## config.mk

```make
export PLATFORM = sky130hd
export DESIGN_NAME = multdiv_issue_ctrl_flat
export DESIGN_NICKNAME = d
export VERILOG_FILES = /design/src/rtl/multdiv_issue_ctrl_if.sv /design/src/rtl/multdiv_issue_ctrl.sv /design/src/flat_wrapper.sv
export SDC_FILE = /design/constraint.sdc
export NUM_CORES = 1
export LEC_CHECK = 0
export BUFFER_PORTS_ARGS = -buffer_cell sky130_fd_sc_hd__buf_2
export CAP_MARGIN = 20
export CORE_UTILIZATION = 30
export CTS_CLUSTER_SIZE = 10
export DETAILED_ROUTE_END_ITERATION = 10
export GPL_TIMING_DRIVEN = 0
export RECOVER_POWER = 100
export SLEW_MARGIN = 25
export SYNTH_ARGS = -nofsm -noshare
export SYNTH_HDL_FRONTEND = slang
export SYNTH_SLANG_ARGS = --single-unit
```

## constraint.sdc

```tcl
create_clock -name clock -period 4.3 [get_ports clock]
set_clock_uncertainty 0.15 [all_clocks]
set_input_delay 0.43 -clock clock [delete_from_list [all_inputs] [get_ports clock]]
set_output_delay 0.43 -clock clock [all_outputs]
set_load 0.005 [all_outputs]
```

## src/rtl/multdiv_issue_ctrl_if.sv

```systemverilog
// Bus bundle between the pipeline/multdiv side (master) and the
// multdiv issue controller (slave). It covers the issue request, the
// multdiv operand/control/result lines and the writeback handshake.
interface multdiv_issue_ctrl_if #(
    parameter int unsigned RD_WIDTH = 5
);
    localparam int unsigned DATA_W = 32;

    // Issue side
    logic                issue_valid;
    logic                issue_op;
    logic [RD_WIDTH-1:0] issue_rd;
    logic [DATA_W-1:0]   operand_a;
    logic [DATA_W-1:0]   operand_b;
    logic                issue_ready;

    // Multdiv side
    logic [DATA_W-1:0]   md_operandA;
    logic [DATA_W-1:0]   md_operandB;
    logic                md_ctrl_MULT;
    logic                md_ctrl_DIV;
    logic [DATA_W-1:0]   md_result;
    logic                md_exception;
    logic                md_resultRDY;

    // Writeback side
    logic                wb_valid;
    logic                wb_ready;
    logic [RD_WIDTH-1:0] wb_rd;
    logic [DATA_W-1:0]   wb_data;
    logic                wb_exception;

    // Pipeline, multdiv unit and writeback stage as seen from outside
    modport master (
        output issue_valid, issue_op, issue_rd, operand_a, operand_b,
        input  issue_ready,
        input  md_operandA, md_operandB, md_ctrl_MULT, md_ctrl_DIV,
        output md_result, md_exception, md_resultRDY,
        input  wb_valid, wb_rd, wb_data, wb_exception,
        output wb_ready
    );

    // The issue controller
    modport slave (
        input  issue_valid, issue_op, issue_rd, operand_a, operand_b,
        output issue_ready,
        output md_operandA, md_operandB, md_ctrl_MULT, md_ctrl_DIV,
        input  md_result, md_exception, md_resultRDY,
        output wb_valid, wb_rd, wb_data, wb_exception,
        input  wb_ready
    );
endinterface

```

## src/rtl/multdiv_issue_ctrl.sv

```systemverilog
// Multdiv issue controller: accepts one MULT/DIV request at a time, holds
// the operands on the multdiv inputs, pulses the matching ctrl line for a
// single cycle, waits for data_resultRDY and hands the captured result to
// writeback with a valid/ready handshake. flush aborts the op in flight.
// Optional watchdog: define MULTDIV_TIMEOUT_EN to end a BUSY phase that
// sees no md_resultRDY within TIMEOUT_CYCLES cycles with wb_data=0 and
// wb_exception=1. Without the macro BUSY waits indefinitely.
module multdiv_issue_ctrl #(
    parameter int unsigned RD_WIDTH = 5
`ifdef MULTDIV_TIMEOUT_EN
    , parameter int unsigned TIMEOUT_CYCLES = 40
`endif
) (
    input  logic                 clock,
    input  logic                 reset_n,
    input  logic                 flush,
    multdiv_issue_ctrl_if.slave  bus
);

    localparam int unsigned DATA_W = 32;

    typedef enum logic [1:0] {
        IDLE  = 2'd0,
        START = 2'd1,
        BUSY  = 2'd2,
        DONE  = 2'd3
    } state_t;

    state_t              state_q,       state_d;
    logic                issue_ready_q, issue_ready_d;
    logic                ctrl_mult_q,   ctrl_mult_d;
    logic                ctrl_div_q,    ctrl_div_d;
    logic [DATA_W-1:0]   opa_q,         opa_d;
    logic [DATA_W-1:0]   opb_q,         opb_d;
    logic [RD_WIDTH-1:0] rd_q,          rd_d;
    logic                wb_valid_q,    wb_valid_d;
    logic [DATA_W-1:0]   wb_data_q,     wb_data_d;
    logic                wb_exc_q,      wb_exc_d;
    logic                timeout_c;

`ifdef MULTDIV_TIMEOUT_EN
    localparam int unsigned     CNT_W    = $clog2(TIMEOUT_CYCLES + 1);
    localparam logic [CNT_W-1:0] CNT_LAST = CNT_W'(TIMEOUT_CYCLES - 1);

    logic [CNT_W-1:0] cnt_q, cnt_d;

    // BUSY-cycle counter: cleared on the way into BUSY, counts while in BUSY
    always_comb begin
        cnt_d = cnt_q;
        if (state_q == START) begin
            cnt_d = '0;
        end else if (state_q == BUSY) begin
            cnt_d = cnt_q + CNT_W'(1);
        end
    end

    // Counter register
    always_ff @(posedge clock or negedge reset_n) begin
        if (!reset_n) begin
            cnt_q <= '0;
        end else begin
            cnt_q <= cnt_d;
        end
    end

    // Expiry in the last allowed BUSY cycle; a ready in that same cycle wins
    assign timeout_c = (cnt_q == CNT_LAST);
`else
    assign timeout_c = 1'b0;
`endif

    // Next-state and next-output logic
    always_comb begin
        state_d       = state_q;
        issue_ready_d = issue_ready_q;
        ctrl_mult_d   = 1'b0;
        ctrl_div_d    = 1'b0;
        opa_d         = opa_q;
        opb_d         = opb_q;
        rd_d          = rd_q;
        wb_valid_d    = wb_valid_q;
        wb_data_d     = wb_data_q;
        wb_exc_d      = wb_exc_q;

        unique case (state_q)
            IDLE: begin
                if (bus.issue_valid && !flush) begin
                    opa_d         = bus.operand_a;
                    opb_d         = bus.operand_b;
                    rd_d          = bus.issue_rd;
                    ctrl_mult_d   = !bus.issue_op;
                    ctrl_div_d    = bus.issue_op;
                    issue_ready_d = 1'b0;
                    state_d       = START;
                end
            end

            // The ctrl pulse is visible this cycle; any ready now is stale
            START: begin
                state_d = BUSY;
            end

            BUSY: begin
                if (bus.md_resultRDY) begin
                    wb_data_d  = bus.md_result;
                    wb_exc_d   = bus.md_exception;
                    wb_valid_d = 1'b1;
                    state_d    = DONE;
                end else if (timeout_c) begin
                    wb_data_d  = '0;
                    wb_exc_d   = 1'b1;
                    wb_valid_d = 1'b1;
                    state_d    = DONE;
                end
            end

            // Result is held until writeback takes it; one bubble before IDLE
            DONE: begin
                if (bus.wb_ready) begin
                    wb_valid_d    = 1'b0;
                    issue_ready_d = 1'b1;
                    state_d       = IDLE;
                end
            end

            default: begin
                state_d       = IDLE;
                wb_valid_d    = 1'b0;
                issue_ready_d = 1'b1;
            end
        endcase

        // Abort wins over issue and writeback; the flushed op is never reported
        if (flush) begin
            state_d       = IDLE;
            issue_ready_d = 1'b1;
            wb_valid_d    = 1'b0;
            ctrl_mult_d   = 1'b0;
            ctrl_div_d    = 1'b0;
        end
    end

    // State and output registers
    always_ff @(posedge clock or negedge reset_n) begin
        if (!reset_n) begin
            state_q       <= IDLE;
            issue_ready_q <= 1'b1;
            ctrl_mult_q   <= 1'b0;
            ctrl_div_q    <= 1'b0;
            opa_q         <= '0;
            opb_q         <= '0;
            rd_q          <= '0;
            wb_valid_q    <= 1'b0;
            wb_data_q     <= '0;
            wb_exc_q      <= 1'b0;
        end else begin
            state_q       <= state_d;
            issue_ready_q <= issue_ready_d;
            ctrl_mult_q   <= ctrl_mult_d;
            ctrl_div_q    <= ctrl_div_d;
            opa_q         <= opa_d;
            opb_q         <= opb_d;
            rd_q          <= rd_d;
            wb_valid_q    <= wb_valid_d;
            wb_data_q     <= wb_data_d;
            wb_exc_q      <= wb_exc_d;
        end
    end

    assign bus.issue_ready  = issue_ready_q;
    assign bus.md_operandA  = opa_q;
    assign bus.md_operandB  = opb_q;
    assign bus.md_ctrl_MULT = ctrl_mult_q;
    assign bus.md_ctrl_DIV  = ctrl_div_q;
    assign bus.wb_valid     = wb_valid_q;
    assign bus.wb_rd        = rd_q;
    assign bus.wb_data      = wb_data_q;
    assign bus.wb_exception = wb_exc_q;

    // Structural invariants of the controller
    a_ctrl_onehot : assert property (@(posedge clock) disable iff (!reset_n)
        !(ctrl_mult_q && ctrl_div_q));
    a_ctrl_in_start : assert property (@(posedge clock) disable iff (!reset_n)
        (ctrl_mult_q || ctrl_div_q) |-> (state_q == START));
    a_ready_in_idle : assert property (@(posedge clock) disable iff (!reset_n)
        issue_ready_q == (state_q == IDLE));
    a_valid_in_done : assert property (@(posedge clock) disable iff (!reset_n)
        wb_valid_q == (state_q == DONE));

endmodule

```

## src/flat_wrapper.sv

```systemverilog
// flat-port wrapper written by rule: the top's interface ports become plain ports
module multdiv_issue_ctrl_flat 
#(
    parameter int unsigned RD_WIDTH = 5

)
  (clock, reset_n, flush, bus_issue_valid, bus_issue_op, bus_issue_rd, bus_operand_a, bus_operand_b, bus_issue_ready, bus_md_operandA, bus_md_operandB, bus_md_ctrl_MULT, bus_md_ctrl_DIV, bus_md_result, bus_md_exception, bus_md_resultRDY, bus_wb_valid, bus_wb_rd, bus_wb_data, bus_wb_exception, bus_wb_ready);
  multdiv_issue_ctrl_if #(.RD_WIDTH(RD_WIDTH)) bus_i ();
  input  logic clock;
  input  logic reset_n;
  input  logic flush;
  input wire logic [$bits(bus_i.issue_valid)-1:0] bus_issue_valid;
  input wire logic [$bits(bus_i.issue_op)-1:0] bus_issue_op;
  input wire logic [$bits(bus_i.issue_rd)-1:0] bus_issue_rd;
  input wire logic [$bits(bus_i.operand_a)-1:0] bus_operand_a;
  input wire logic [$bits(bus_i.operand_b)-1:0] bus_operand_b;
  output wire logic [$bits(bus_i.issue_ready)-1:0] bus_issue_ready;
  output wire logic [$bits(bus_i.md_operandA)-1:0] bus_md_operandA;
  output wire logic [$bits(bus_i.md_operandB)-1:0] bus_md_operandB;
  output wire logic [$bits(bus_i.md_ctrl_MULT)-1:0] bus_md_ctrl_MULT;
  output wire logic [$bits(bus_i.md_ctrl_DIV)-1:0] bus_md_ctrl_DIV;
  input wire logic [$bits(bus_i.md_result)-1:0] bus_md_result;
  input wire logic [$bits(bus_i.md_exception)-1:0] bus_md_exception;
  input wire logic [$bits(bus_i.md_resultRDY)-1:0] bus_md_resultRDY;
  output wire logic [$bits(bus_i.wb_valid)-1:0] bus_wb_valid;
  output wire logic [$bits(bus_i.wb_rd)-1:0] bus_wb_rd;
  output wire logic [$bits(bus_i.wb_data)-1:0] bus_wb_data;
  output wire logic [$bits(bus_i.wb_exception)-1:0] bus_wb_exception;
  input wire logic [$bits(bus_i.wb_ready)-1:0] bus_wb_ready;
  assign bus_i.issue_valid = bus_issue_valid;
  assign bus_i.issue_op = bus_issue_op;
  assign bus_i.issue_rd = bus_issue_rd;
  assign bus_i.operand_a = bus_operand_a;
  assign bus_i.operand_b = bus_operand_b;
  assign bus_issue_ready = bus_i.issue_ready;
  assign bus_md_operandA = bus_i.md_operandA;
  assign bus_md_operandB = bus_i.md_operandB;
  assign bus_md_ctrl_MULT = bus_i.md_ctrl_MULT;
  assign bus_md_ctrl_DIV = bus_i.md_ctrl_DIV;
  assign bus_i.md_result = bus_md_result;
  assign bus_i.md_exception = bus_md_exception;
  assign bus_i.md_resultRDY = bus_md_resultRDY;
  assign bus_wb_valid = bus_i.wb_valid;
  assign bus_wb_rd = bus_i.wb_rd;
  assign bus_wb_data = bus_i.wb_data;
  assign bus_wb_exception = bus_i.wb_exception;
  assign bus_i.wb_ready = bus_wb_ready;
  multdiv_issue_ctrl #(.RD_WIDTH(RD_WIDTH)) u_core (.clock(clock), .reset_n(reset_n), .flush(flush), .bus(bus_i));
endmodule
```

; ---- Yosys cells after proc, flatten, opt, wreduce, memory -nomap -nowiden
; Index checks and enable logic that the tools add are counted.
[word_totals]
register_bits = 108
input_bits = 109
output_inout_bits = 106
word_cells = 46
[classes]
eq_ne = 6
n_mux = 19
n_reduce_logical = 11
[ops]
columns = operator, n
row1 = 1-bit two-way mux, 12
row2 = 3-bit AND reduction, 3
row3 = 2-bit two-way mux, 4
row4 = 2-bit one-hot mux with 4 select lines, 1
row5 = "3-bit inequality test, second input constant", 2
row6 = 3-bit nonzero test, 2
row7 = "2-bit == test, second input constant", 2
row8 = 1-bit one-hot mux with 2 select lines, 2
row9 = 2-bit AND reduction, 2
row10 = "3-bit by 2-bit inequality test with 1-bit output, second input constant", 1
row11 = "2-bit by 1-bit == test with 1-bit output, second input constant", 1
row12 = 1-bit zero test, 2
row13 = 2-bit zero test, 1
row14 = 1-bit logical AND, 1

; ---- Longest topological paths before layout
[logic_depth]
word_depth = 5
depth_mapped = 6

; ---- Least setup slack after synthesis
; No wires, ideal clock.
[synth_timing]
kind = register -> register
start = reg u_core.state_q[0]
end = reg u_core.wb_data_q[0], in the netlist u_core.bus.wb_data[0]
setup_time_ps = 125
arrival_time_ps = 1376
required_ps = 4025
slack_ps = 2649
stages_incl_launch_ff = 6
n_path_buf = 1
synth_period_minus_slack_ps = 1651
cell_sequence = dfrtp_1 inv_1 ha_1 nand2_1 buf_2 mux2_2
[synth_between]
elab_chain_cells = 2
[synth_lines]
columns = item, line_no
row1 = "start, declared", multdiv_issue_ctrl.sv:29  ; state_t state_q, state_d;
row2 = "start signal, assigned", multdiv_issue_ctrl.sv:157  ; state_q <= state_d;
row3 = 2-bit == test, multdiv_issue_ctrl.sv:85  ; unique case (state_q)
row4 = 2-bit AND reduction (no source line), -
row5 = "end signal, assigned", multdiv_issue_ctrl.sv:165  ; wb_data_q <= wb_data_d;
row6 = "end, declared", multdiv_issue_ctrl.sv:37  ; logic [DATA_W-1:0] wb_data_q, wb_data_d;
; Every way passes these cells.
; A chain may end at the register's enable or synchronous reset.

; ---- Final worst setup path
[layout_timing]
start = reg u_core.state_q[0]
end = reg u_core.rd_q[3], in the netlist u_core.bus.wb_rd[3]
[layout_between]
elab_chain_cells = 2
[layout_lines]
columns = item, line_no
row1 = 2-bit zero test, multdiv_issue_ctrl.sv:85
row2 = 2-bit AND reduction (no source line), -
row3 = "end signal, assigned", multdiv_issue_ctrl.sv:163  ; rd_q <= rd_d;
row4 = "end, declared", multdiv_issue_ctrl.sv:35  ; logic [RD_WIDTH-1:0] rd_q, rd_d;
; Every way passes these cells.

==> flow_summary.ini <==
[cells_and_area]
diodes = 0
final_core_util_pct = 42.5
stdcell_area_mm2 = 0.00570
final_layout_size_suffix_gt1_share_pct = 56.5
nNetsFinal = 593
layout-area-overhead-vs-synth_pct = 36.5

[detailed_routing]
routed_via_density = 4.36
detail_route.iter0.violations = 76
antenna_left = 0
drt_wl_total_um = 9220
routed_wire_length_per_instance_um = 14.0
drc = 0
drtPass1Iterations = 4
total_vias_in_the_final_route = 2881

[setup_path]
crit_top_cell = clkbuf_1
worst_path_max_delay_cell = clkbuf_1
critical_path_required_ps = 4370
path_cells = inv_1 -> ha_1 -> nand2_1 -> clkbuf_1 -> clkbuf_1 -> mux2_1
critPathMaxStageDelay_ps = 520
cp_max_fo = 10
rr_worst_depth = 6
worst-endpoint-arrival_ps = 2740
internal_reg_to_reg_setup_slack_ps = 1630
crit_path_start_kind = flop
criticalPathCategory = reg -> reg
r2r_end = u_core.bus.wb_rd[3]$_DFFE_PN0P_
r2r-start = u_core.state_q[0]$_DFFE_PN0P_
worstPathBufferInverterCount = 3
worst_setup_path_end_kind = flop
cpLargestDelayFamily = buffers and inverters

[placement]
detailed_place.area_mm2 = 0.00550
port-buffer-count = 214
place.gp.congestion = 0.813
post-dp-hpwl_um = 7100

[cts]
setup_fix_buffers_added_after_clock_tree_synthesis = 0
ctsLongestPathBuffers = 2
cts-htree-levels = 3
clk_pin_slew_worst_paths_ps = 70
cts_buffers = 9
clock_insertion_delay_worst_skew_ps = 340
clock_sink_count = 108
cts_root_buffer = clkbuf_16
clock_tree_from_tritoncts = built

[timing]
setup-violations-final = 0
whs_ps = 107
max-slew-margin-rel_pct = 56.1
timing_hold_violations_final = 0
layout_worst_path_cycle_share_pct = 62.0
fin_crit_ps = 2670
worstMarginPinSlew_ps = 659
timing.fmax_mhz = 375
grt_setup_unrepaired = false
timing.setup.tns_ps = 0
slew_viol_final = 0

[synth]
synth_top_area_share_pct = 64.1
synthesis.instances = 253
post_synthesis_sequential_area_ratio_pct = 64.7
synthDominantAreaCellType = dfrtp_1
synth.lib_cells_used.distinct = 26
synth-seq-cells = 108
synth_area_mm2 = 0.00418
synthesized_nets = 366
syn_area_per_cell_um2 = 16.5
ys.warnings.count = 0
ys_top_cells_by_area = dfrtp_1 (64%), mux2_2 (25%), mux2_4 (3.6%)

[floorplanning]
die-width_um = 120
std_cell_rows = 42
die_area_mm2 = 0.0144
io_pins = 215
core_area_mm2 = 0.0134
dieHeight_um = 120
start_util_pct = 31.2

[grt]
first_global_vias = 2951
grt_antenna_before_repair = 0
grt_pass1_wl_um = 14700
total_grt_usage_pct = 13.3
grt-ovfl-total = 0
grt_max_degree = 57

[min_path]
worstHoldEndpoint = u_core.bus.md_ctrl_MULT$_DFF_PN0_
worst_hold_path_type = in -> reg
whs_path_depth = 2
hp-start = bus_issue_op

[power_and_ir_drop]
power.density_cell_area_mw_per_mm2 = 682
leakage_nw = 2.73
peakVddDrop_uv = 287

[status]
outcome = completed

[flow_run]
cap_viol_max_count = 0
-- state kept, by name, indices dropped and copies added (netlist names) --
register and flops:
u_core.bus.md_operandA 32, u_core.bus.wb_valid 1, u_core.state_q 2, u_core.bus.issue_ready 1, u_core.bus.wb_data 32, u_core.bus.wb_rd 5
u_core.bus.md_ctrl_MULT 1, u_core.bus.md_operandB 32, u_core.bus.md_ctrl_DIV 1, u_core.bus.wb_exception 1
-- synth_stat cells --
| master | n |
|---|---|
| dfrtp_1 | 107 |
| mux2_2 | 92 |
| mux2_4 | 10 |
| buf_2 | 6 |
| ha_1 | 4 |
| nand2_1 | 4 |
| nand2b_1 | 4 |
| inv_1 | 3 |
| a21oi_1 | 2 |
| buf_4 | 2 |
| buf_6 | 2 |
| nor2_1 | 2 |
| nor2b_1 | 2 |
| a211o_1 | 1 |
| a211oi_1 | 1 |
| a31o_2 | 1 |
| a31oi_1 | 1 |
| and3_1 | 1 |
| dfstp_2 | 1 |
| nand2_2 | 1 |
| nand3_1 | 1 |
| nand4_1 | 1 |
| nor2b_4 | 1 |
| nor3_1 | 1 |
| o21ai_0 | 1 |
| o2bb2ai_1 | 1 |
-- cell families (layout without fill, tap and decap cells) --
kind of cell | Yosys count | after routing | synth area share (%)
compound gates | 8 | 8 | 1.32
fa+ha+maj | 4 | 4 | 1.20
buf+inv | 13 | 245 | 1.89
flops | 108 | 108 | 64.7
mux | 102 | 102 | 28.4
simple gates | 18 | 18 | 2.46
-- layer usage --
layer  GRT usage, %  part of all wire (%)  routed length [um]  vias to the layer above
met3           4.09                   7.9                 731                       10
met5              0                     0                   0                        -
met4           6.33                   1.6                 151                        0
met2           21.0                    48                4410                      122
met1           16.5                    43                3930                     1414
li1               -                     -                   -                     1335
-- through the flow --
| step | power, mW | instances | worst slack (ps) |
|---|---|---|---|
| after floorplan | 2.46 | 253 | 2650 |
| after global placement | 3.12 | 643 | 1480 |
| after detailed placement | 3.17 | 644 | 2330 |
| after CTS | 4.07 | 661 | 2310 |
| after global routing | 4.17 | 661 | 1430 |
| final | 3.89 | 661 | 1630 |
-- what timing repair did --
| action | CTS | global route |
|---|---|---|
| endpoints found under the setup margin | 0 | 0 |
| gates resized for setup | 0 | 0 |
| hold endpoints to repair | 51 | 0 |
| hold buffers | 1 | 0 |
-- where the power goes --
| group | total (mW) | internal, mW | switching (mW) |
|---|---|---|---|
| registers | 1.76 | 1.52 | 0.238 |
| clock network | 0.872 | 0.523 | 0.349 |
| logic | 1.26 | 0.734 | 0.526 |
-- layout by cell type (no fill, tap or decap), types with 3 or more instances in the layout --
master	Yosys	final
clkinv_2	0	3
nand2_1	4	5
clkbuf_16	0	9
dfrtp_1	107	107
mux2_2	92	92
ha_1	4	4
nand2b_1	4	4
buf_2	6	162
clkbuf_1	0	62
inv_1	3	3
mux2_1	0	9
-- cell type report --
| cell class | instances | area (um^2) |
|---|---|---|
| Fill cell | 1302 | 7700 |
| Sequential cell | 108 | 2700 |
| Multi-Input combinational cell | 132 | 1360 |
| Timing Repair Buffer | 216 | 1050 |
| Clock buffer | 11 | 243 |
| Tap cell | 176 | 220 |
| Clock inverter | 5 | 75.1 |
| Buffer | 10 | 37.5 |
| Inverter | 3 | 11.3 |
-- worst max path at each step --
| stage | start | endpoint | slack [ps] | cells after the start |
|---|---|---|---|---|
| after floorplan | u_core.state_q[0]$_DFFE_PN0P_ | u_core.bus.wb_data[0]$_DFFE_PN0P_ | 2650 | 5 |
| after global placement | reset_n | u_core.bus.md_operandA[30]$_DFFE_PN0P_ | 1480 | 1 |
| after detailed placement | u_core.state_q[0]$_DFFE_PN0P_ | u_core.bus.wb_data[12]$_DFFE_PN0P_ | 2330 | 5 |
| after CTS | u_core.state_q[0]$_DFFE_PN0P_ | u_core.bus.wb_data[12]$_DFFE_PN0P_ | 2310 | 5 |
| after global routing | u_core.state_q[0]$_DFFE_PN0P_ | u_core.bus.wb_rd[3]$_DFFE_PN0P_ | 1430 | 6 |
| final | u_core.state_q[0]$_DFFE_PN0P_ | u_core.bus.wb_rd[3]$_DFFE_PN0P_ | 1630 | 6 |
Note: power is estimated with default switching activity, not from simulation.
